$ cat src/rtl/sequencer_controller.sv
// sequencer_controller: 8-step note sequencer driven by a rotary encoder.
// EDIT mode: the encoder position writes the note under the edit cursor, and a
// short press advances the cursor. PLAY mode: steps advance at a fixed tempo,
// each note is offered over valid/ready, and a gate pulse is produced per step.
// A long press toggles the mode.
// Optional feature macro SEQ_PREVIEW_EN: in EDIT, each pattern write offers the
// new note downstream with a gate pulse, as an audible preview.
module sequencer_controller #(
  parameter int NUM_STEPS         = 8,
  parameter int DEBOUNCE_CYCLES   = 1_000_000,
  parameter int LONG_PRESS_CYCLES = 50_000_000,
  parameter int STEP_CYCLES       = 12_500_000,
  parameter int GATE_CYCLES       = 6_250_000
) (
  input  logic       clk,
  input  logic       rst,
  input  logic       button_pressed,
  input  logic [2:0] rotary_position,
  input  logic       note_ready,
  output logic       mode,
  output logic [2:0] cursor,
  output logic [2:0] play_step,
  output logic [2:0] note,
  output logic       note_valid,
  output logic       gate
);

  localparam int DW = $clog2(DEBOUNCE_CYCLES + 1);
  localparam int PW = $clog2(LONG_PRESS_CYCLES + 1);
  localparam int TW = $clog2(STEP_CYCLES + 1);

  localparam logic [DW-1:0] DB_LAST   = DW'(DEBOUNCE_CYCLES - 1);
  localparam logic [PW-1:0] LP_LAST   = PW'(LONG_PRESS_CYCLES - 1);
  localparam logic [PW-1:0] LP_MAX    = PW'(LONG_PRESS_CYCLES);
  localparam logic [TW-1:0] STEP_LAST = TW'(STEP_CYCLES - 1);
  localparam logic [TW-1:0] GATE_LEN  = TW'(GATE_CYCLES);

  localparam logic [0:0] PLAY_ISSUE = 1'b0;
  localparam logic [0:0] PLAY_HOLD  = 1'b1;

  logic [1:0]    sync_q, sync_d;
  logic          db_level_q, db_level_d;
  logic [DW-1:0] db_cnt_q, db_cnt_d;
  logic [PW-1:0] press_cnt_q, press_cnt_d;
  logic          long_evt, short_evt;

  logic          mode_q, mode_d;
  logic [0:0]    state_q, state_d;
  logic [2:0]    cursor_q, cursor_d;
  logic [2:0]    play_step_q, play_step_d;
  logic [2:0]    note_q, note_d;
  logic          note_valid_q, note_valid_d;
  logic          gate_q, gate_d;
  logic [TW-1:0] timer_q, timer_d;
  logic [2:0]    prev_pos_q, prev_pos_d;
  logic          pos_changed;
  logic [2:0]    pattern_q [NUM_STEPS];
  logic [2:0]    pattern_d [NUM_STEPS];

  // Button conditioning: synchronize, debounce, and classify presses by length.
  always_comb begin
    sync_d      = {sync_q[0], button_pressed};
    db_level_d  = db_level_q;
    db_cnt_d    = '0;
    press_cnt_d = '0;
    if (sync_q[1] != db_level_q) begin
      if (db_cnt_q == DB_LAST) db_level_d = sync_q[1];
      else                     db_cnt_d   = db_cnt_q + DW'(1);
    end
    if (db_level_q)
      press_cnt_d = (press_cnt_q == LP_MAX) ? LP_MAX : press_cnt_q + PW'(1);
    // Long press fires on the cycle the counter reaches its limit while held;
    // a release before that point is a short press.
    long_evt  = db_level_q && db_level_d && (press_cnt_q == LP_LAST);
    short_evt = db_level_q && !db_level_d && (press_cnt_q < LP_MAX);
  end

  // Mode, cursor, pattern edits and the PLAY step/handshake/gate sequencing.
  always_comb begin
    mode_d       = mode_q;
    state_d      = state_q;
    cursor_d     = cursor_q;
    play_step_d  = play_step_q;
    note_d       = note_q;
    note_valid_d = note_valid_q;
    gate_d       = gate_q;
    timer_d      = timer_q;
    prev_pos_d   = rotary_position;
    pattern_d    = pattern_q;
    pos_changed  = (rotary_position != prev_pos_q);

    if (!mode_q) begin
      // EDIT: writes land on the cursor as it was at the start of the cycle.
      if (pos_changed) pattern_d[cursor_q] = rotary_position;
      if (short_evt)   cursor_d = cursor_q + 3'd1;
`ifdef SEQ_PREVIEW_EN
      if (note_valid_q && note_ready) note_valid_d = 1'b0;
      if (timer_q < GATE_LEN) timer_d = timer_q + TW'(1);
      gate_d = gate_q && (timer_d < GATE_LEN);
      // A newer write restarts the preview with the new note.
      if (pos_changed) begin
        note_d       = rotary_position;
        note_valid_d = 1'b1;
        timer_d      = '0;
        gate_d       = (GATE_LEN != '0);
      end
`endif
      if (long_evt) begin
        mode_d       = 1'b1;
        state_d      = PLAY_ISSUE;
        play_step_d  = 3'd0;
        timer_d      = '0;
        note_d       = pattern_d[3'd0];
        note_valid_d = 1'b1;
        gate_d       = (GATE_LEN != '0);
      end
    end else begin
      // PLAY: gate tracks the step timer independently of the handshake.
      timer_d = (timer_q == STEP_LAST) ? '0 : timer_q + TW'(1);
      gate_d  = (timer_d < GATE_LEN);
      if (state_q == PLAY_ISSUE && note_ready) begin
        note_valid_d = 1'b0;
        state_d      = PLAY_HOLD;
      end
      // Step end: an untransferred note is abandoned and the next one offered.
      if (timer_q == STEP_LAST) begin
        play_step_d  = play_step_q + 3'd1;
        state_d      = PLAY_ISSUE;
        note_d       = pattern_q[play_step_q + 3'd1];
        note_valid_d = 1'b1;
      end
      if (long_evt) begin
        mode_d       = 1'b0;
        state_d      = PLAY_ISSUE;
        note_valid_d = 1'b0;
        gate_d       = 1'b0;
      end
    end
  end

  // State registers with asynchronous reset.
  always_ff @(posedge clk or posedge rst) begin
    if (rst) begin
      sync_q       <= '0;
      db_level_q   <= 1'b0;
      db_cnt_q     <= '0;
      press_cnt_q  <= '0;
      mode_q       <= 1'b0;
      state_q      <= PLAY_ISSUE;
      cursor_q     <= '0;
      play_step_q  <= '0;
      note_q       <= '0;
      note_valid_q <= 1'b0;
      gate_q       <= 1'b0;
      timer_q      <= '0;
      prev_pos_q   <= '0;
      pattern_q    <= '{default: '0};
    end else begin
      sync_q       <= sync_d;
      db_level_q   <= db_level_d;
      db_cnt_q     <= db_cnt_d;
      press_cnt_q  <= press_cnt_d;
      mode_q       <= mode_d;
      state_q      <= state_d;
      cursor_q     <= cursor_d;
      play_step_q  <= play_step_d;
      note_q       <= note_d;
      note_valid_q <= note_valid_d;
      gate_q       <= gate_d;
      timer_q      <= timer_d;
      prev_pos_q   <= prev_pos_d;
      pattern_q    <= pattern_d;
    end
  end

  assign mode       = mode_q;
  assign cursor     = cursor_q;
  assign play_step  = play_step_q;
  assign note       = note_q;
  assign note_valid = note_valid_q;
  assign gate       = gate_q;

endmodule

$ cat config.mk
export PLATFORM = sky130hd
export DESIGN_NAME = sequencer_controller
export DESIGN_NICKNAME = d
export VERILOG_FILES = /design/src/rtl/sequencer_controller.sv
export SDC_FILE = /design/constraint.sdc
export NUM_CORES = 1
export LEC_CHECK = 0
export CORE_AREA = 4 4 102 104
export CTS_BUF_LIST = sky130_fd_sc_hd__clkbuf_4 sky130_fd_sc_hd__clkbuf_8
export DETAILED_ROUTE_END_ITERATION = 8
export DIE_AREA = 0 0 106 108
export GPL_ROUTABILITY_DRIVEN = 0
export PLACE_DENSITY = 0.81
export SYNTH_ARGS = -nofsm -noshare
export SYNTH_HDL_FRONTEND = slang
export SYNTH_SLANG_ARGS = --single-unit
$ cat constraint.sdc
create_clock -name clk -period 4.9 [get_ports clk]
set_input_delay 0.735 -clock clk [delete_from_list [all_inputs] [get_ports clk]]
set_output_delay 0.735 -clock clk [all_outputs]
set_load 0.05 [all_outputs]
# Word level (Yosys, flattened, before mapping)
# Cells that the tools add are included.
# op_classes
n_eq_ne	7
n_bitwise	4
n_mux	37
n_lt_le_gt_ge	5
reduce_logical	13
n_addsub	5
# op_table
cell	count
$mux 24	4
$eq 26x26->1 const B	2
$mux 26	2
$mux 20	2
$mux 3	9
$add 26x1->26 const B	1
$lt 26x26->1 const B	1
$add 24x1->24 const B	1
$bwmux 24	1
$eq 24x24->1 const B	1
$lt 24x23->1 const B	1
$add 20x1->20 const B	1
$eq 20x20->1 const B	1
$mux 1	17
$bmux 3 s3	1
$demux 3 s3	1
$ge 4x4->1 const B	2
$not 3->4	2
$reduce_and 2->1	4
$add 3x1->3 const B	2
$logic_and 1x1->1	6
$lt 4x1->1 const B	1
$ne 3x3->1	1
$reduce_bool 3->1	1
other kinds (5)	6
# word_totals
inputBits	7
word_cells	92
register_bits	113
output_inout_bits	12

# Longest topological paths before layout
# logic_depth
word_depth	9
ltp_mapped	12
mapped_depth_nobuf	12

# Worst setup path before layout
# Ideal clock, no wire load.
# synth_timing
path_type	flip-flop to flip-flop
startpoint	register press_cnt_q[11]
endpoint	register gate_q, in the netlist gate
period_less_slack_ns	2.595
t_arrival_ns	2.471
path_stages_with_launch	12
required_time_ns	4.776
path_buffers	0
slack_ns	2.305
setup_ns	0.124
path_cell_list	dfrtp_1 -> nor4_2 -> nand4_1 -> nor3_1 -> and4_1 -> o21ai_2 -> ha_1 -> nand2b_1 -> nor2_1 -> nand2_1 -> a22oi_1 -> o21ai_1
# synth_between
elab_chain_len	4
word_cells_on_any_way	5
classes_between	eq/ne: 1; mux: 2; reduce/logical: 2
# synth_rtl
item	line	text
start: declaration	44	logic [PW-1:0] press_cnt_q, press_cnt_d;
start signal: assignment	162	press_cnt_q <= press_cnt_d;
$eq 26x26->1 (*)	74	long_evt = db_level_q && db_level_d && (press_cnt_q == LP_LAST);
$logic_and 1x1->1 (*)	74	
$mux 1	132	if (long_evt) begin
$mux 1	92	if (!mode_q) begin
end signal: assignment	169	gate_q <= gate_d;
end: declaration	53	logic gate_q, gate_d;
# Every way passes the cells marked *; elsewhere a longest branch is shown, timed or not.
# A chain may end at the register's enable or synchronous reset.

# Worst setup path in the final report
# layout_timing
startpoint	register db_cnt_q[0]
endpoint	register gate_q, in the netlist gate
# layout_between
elab_chain_len	7
word_cells_on_any_way	8
classes_between	eq/ne: 1; mux: 4; reduce/logical: 3
# layout_rtl
item	line	text
start: declaration	43	logic [DW-1:0] db_cnt_q, db_cnt_d;
start signal: assignment	161	db_cnt_q <= db_cnt_d;
$eq 20x20->1 (*)	67	if (db_cnt_q == DB_LAST) db_level_d = sync_q[1];
$mux 1 (*)	67	
$mux 1 (*)	66	if (sync_q[1] != db_level_q) begin
$logic_and 1x1->1 (*) (2 in a row)	74	
$mux 1	132	
$mux 1	92	
# Marked as above.

==> Implementation_results.wiki <==
{| class="wikitable"
! Metric !! Value
|-
| Outcome || finished clean
|-
| Number of CTS-inserted buffers || 17
|-
| Highest-count cells in the layout ignoring fill and taps || sky130_fd_sc_hd__dfrtp_1, sky130_fd_sc_hd__nor2_1, sky130_fd_sc_hd__nand2_1
|-
| Worst R2R Setup Slack || approximately 1100 ps
|-
| Worst-case headroom to the max-slew limit || 0.286
|-
| Number of pins with negative max-slew slack in the final report || 0
|-
| Count of antenna-violating nets left after detailed routing || 0
|-
| Number of global-route vias before repair || about 4600
|-
| Summed negative setup slack over all endpoints || 0 ps
|-
| Max clock buf depth || 2
|-
| Global-route wire length before repair || around 22 mm
|-
| Launching point of the worst reg2reg path || db_cnt_q[0]$_DFF_PP0_
|-
| Filler cells || about 690
|-
| # clock sinks || between 100 and 150
|-
| Hold Violations, Final || 0
|-
| Chain of cells forming the critical path || ha_1 > and3_1 > and3_1 > nand4_2 > o21ai_2 > ha_1 > nor2_1 > o21ai_1 > a21oi_1 > o2111ai_1 > a22oi_1 > o21ai_1
|-
| Post-Synthesis Mean Instance Area || approximately 10 um^2
|-
| Transition at the pin with the smallest max-transition slack || 1070 ps
|-
| Worst clock skew || around 12 ps
|-
| Part of the Yosys area used for sequential elements || 0.475
|-
| Overall die width || around 110 um
|-
| Final routed DRC violation total || 0
|-
| Top cell family by delay on the critical path || compound AO/OA/AOI/OAI gates
|-
| Layout overhead on the synthesized area || 11.6%
|-
| Cell count of the worst reg-to-reg path || 12
|-
| Unrepaired setup endpoints after global routing || no
|-
| Leading cell type in the layout, fill and taps excluded || sky130_fd_sc_hd__dfrtp_1
|-
| Flop and latch count out of synthesis || about 110
|-
| Post-synth ARST share || 1.00
|-
| Number of resized instances in the post-cts repair step || 0
|-
| Critical path start-end classification || register to register
|-
| Peak fanout along the critical path || 33
|-
| Antenna diode count || 0
|-
| Via density per instance || between 6 and 7
|-
| Antenna violations before repair || 0
|-
| Number of cells on the critical path || 12
|-
| Post-synth EDFFs || 0
|-
| Worst r2r dst || gate$_DFFE_PP0P_
|-
| Global-route usage over all layers || 0.245
|-
| Crit path launch type || register
|-
| Pin count of the biggest net entering global routing || between 80 and 90
|-
| Path type of the worst min-delay path || register to register
|-
| Cell row count || 36
|-
| Longest individual stage delay on the worst path || roughly 920 ps
|-
| Final critical-path required period || 3760 ps
|-
| Critical path origin || db_cnt_q[0]$_DFF_PP0_
|-
| Fraction of final layout cells with drive strength greater than 1 || 0.147
|-
| Top_reg_cell synth || sky130_fd_sc_hd__dfrtp_1
|-
| Maximum Capacitance Violations || 0
|-
| Violation count after the first detailed-routing iteration || roughly 240
|-
| Endpoint required time on the critical path || approximately 5300 ps
|-
| Count of hold-fix buffers inserted at cts || 0
|-
| Vias after detailed routing || 4556
|-
| Starting Density || 0.624
|-
| H-tree level count || 4
|-
| Worst path arrival time || a little over 4000 ps
|-
| CP Capture Point || gate$_DFFE_PP0P_
|-
| Average detailed-routed wire length per instance || between 15 and 20 um
|-
| Reg clk slew, reported paths || 70 ps
|-
| Synthesized netlist cell count || 582
|-
| Post-Synthesis Cell Area || approximately 6000 um^2
|-
| Number of stages on the worst hold path || 0
|-
| Standard cell core area || 9550 um^2
|-
| Number of warning messages in the yosys log || 0
|-
| Clk Latency, worst-skew pair || 430 ps
|-
| Vertical extent of the die || about 110 um
|-
| Post CTS Setup Buffer Count || 0
|-
| Buffers and inverters on the worst path || 0
|-
| Net Count, Synth || around 600
|-
| Number of iterations in the first detailed-routing pass || 5
|-
| Clock root buffer || sky130_fd_sc_hd__clkbuf_8
|-
| DIE AREA || around 11000 um^2
|-
| Library cell contributing the largest single delay on the critical path || sky130_fd_sc_hd__ha_1
|-
| Worst hold-check slack || 358 ps
|-
| Maximum clock rate || 266 MHz
|-
| PwrDens || around 290 nW/um^2
|-
| Count of input and output buffers || 18
|-
| Leakage dissipation || a little under 3 nW
|-
| CP endpoint kind || register
|-
| Total Wirelength || 12.8 mm
|-
| Worst voltage drop across the vdd grid || around 280 uV
|-
| Clock tree from TritonCTS || yes
|-
| Share of the clock period used by the worst path after layout || 0.768
|-
| Count of nets after finishing || just over 600
|-
| # IOs || 19
|-
| Dpl hpwl || approximately 8.4 mm
|-
| Congestion Overflow GR || 0
|-
| Synth cell types || 63
|-
| Setup-violating endpoint count in the final report || 0
|-
| Post-route setup slack || between 1000 and 1500 ps
|-
| Post-Place Worst Slack || about 1200 ps
|}
==> kinds of logic after synthesis <==
group	count (synthesis)	share of synthesized area
adder cells (fa/ha/maj)	7	0.0147
buffers and inverters	36	0.0254
multiplexers	40	0.0861
AND/OR/NAND/NOR	242	0.222
AO/OA/AOI/OAI	90	0.0975
flip-flops	113	0.475
XOR/XNOR	54	0.0794
==> stage by stage <==
| stage | power [mW] | std cells | util | cell area [um^2] |
|---|---|---|---|---|
| after floorplan | 0.993 | 582 | - | 5960 |
| after global placement | 1.01 | 712 | 0.651 | 6220 |
| after detailed placement | 1.01 | 712 | 0.651 | 6220 |
| after CTS | 1.96 | 744 | 0.696 | 6650 |
| after global routing | 2.01 | 744 | 0.696 | 6650 |
| final | 1.95 | 744 | 0.696 | 6650 |
==> how the worst min path moves through the flow <==
stage | startpoint | to | slack (ps)
global route | sync_q[0]$_DFF_PP0_ | sync_q[1]$_DFF_PP0_ | 370
finish | sync_q[0]$_DFF_PP0_ | sync_q[1]$_DFF_PP0_ | 360
detailed placement | sync_q[0]$_DFF_PP0_ | sync_q[1]$_DFF_PP0_ | 340
global placement | sync_q[0]$_DFF_PP0_ | sync_q[1]$_DFF_PP0_ | 330
floorplan | sync_q[0]$_DFF_PP0_ | sync_q[1]$_DFF_PP0_ | 330
CTS | sync_q[0]$_DFF_PP0_ | sync_q[1]$_DFF_PP0_ | 360
==> cell type report <==
type	count	area [um^2]	share of cell area
well taps	133	166	0.0250
clock inverters	11	161	0.0243
flip-flops and latches	113	2830	0.425
multi-input cells	433	2980	0.448
clock buffers	21	270	0.0406
inverters	13	51.3	0.00772
repair buffers	20	195	0.0294
==> synthesized netlist by cell type (4+ instances only) <==
cell                       instances  area [um^2]
sky130_fd_sc_hd__and3_1           11         68.8
sky130_fd_sc_hd__nor2b_1           7         43.8
sky130_fd_sc_hd__mux2_2           30          338
sky130_fd_sc_hd__xor2_1           31          272
sky130_fd_sc_hd__nor3_1           14         70.1
sky130_fd_sc_hd__mux4_2            6          135
sky130_fd_sc_hd__nand2b_1          5         31.3
sky130_fd_sc_hd__or3_1             5         31.3
sky130_fd_sc_hd__o31ai_1           8         60.1
sky130_fd_sc_hd__mux2i_1           4         40.0
sky130_fd_sc_hd__and4_1           12          105
sky130_fd_sc_hd__nand4_1          19          119
sky130_fd_sc_hd__dfrtp_1         113         2830
sky130_fd_sc_hd__a21oi_1          17         85.1
sky130_fd_sc_hd__nand3_1          24          120
sky130_fd_sc_hd__nor2_1           57          214
sky130_fd_sc_hd__a31oi_1           5         31.3
sky130_fd_sc_hd__ha_1              7         87.6
sky130_fd_sc_hd__o21ai_0          31          155
sky130_fd_sc_hd__inv_1            13         48.8
sky130_fd_sc_hd__and2_1           14         87.6
sky130_fd_sc_hd__buf_2             7         35.0
sky130_fd_sc_hd__nand2_1          47          176
sky130_fd_sc_hd__clkbuf_1         15         56.3
sky130_fd_sc_hd__xnor2_1          23          201
sky130_fd_sc_hd__a21o_1            4         30.0
==> where the power goes <==
| part | switching (mW) | internal, mW |
|---|---|---|
| Combinational | 0.0329 | 0.0144 |
| Sequential | 0.00584 | 0.939 |
| Clock | 0.373 | 0.580 |
==> metal layers <==
layer,global-route usage,routed length (um)
met5,0,0
met4,0.0907,284
met3,0.0621,684
met2,0.389,6290
met1,0.329,5580
Note: power is estimated with default switching activity, not from simulation.
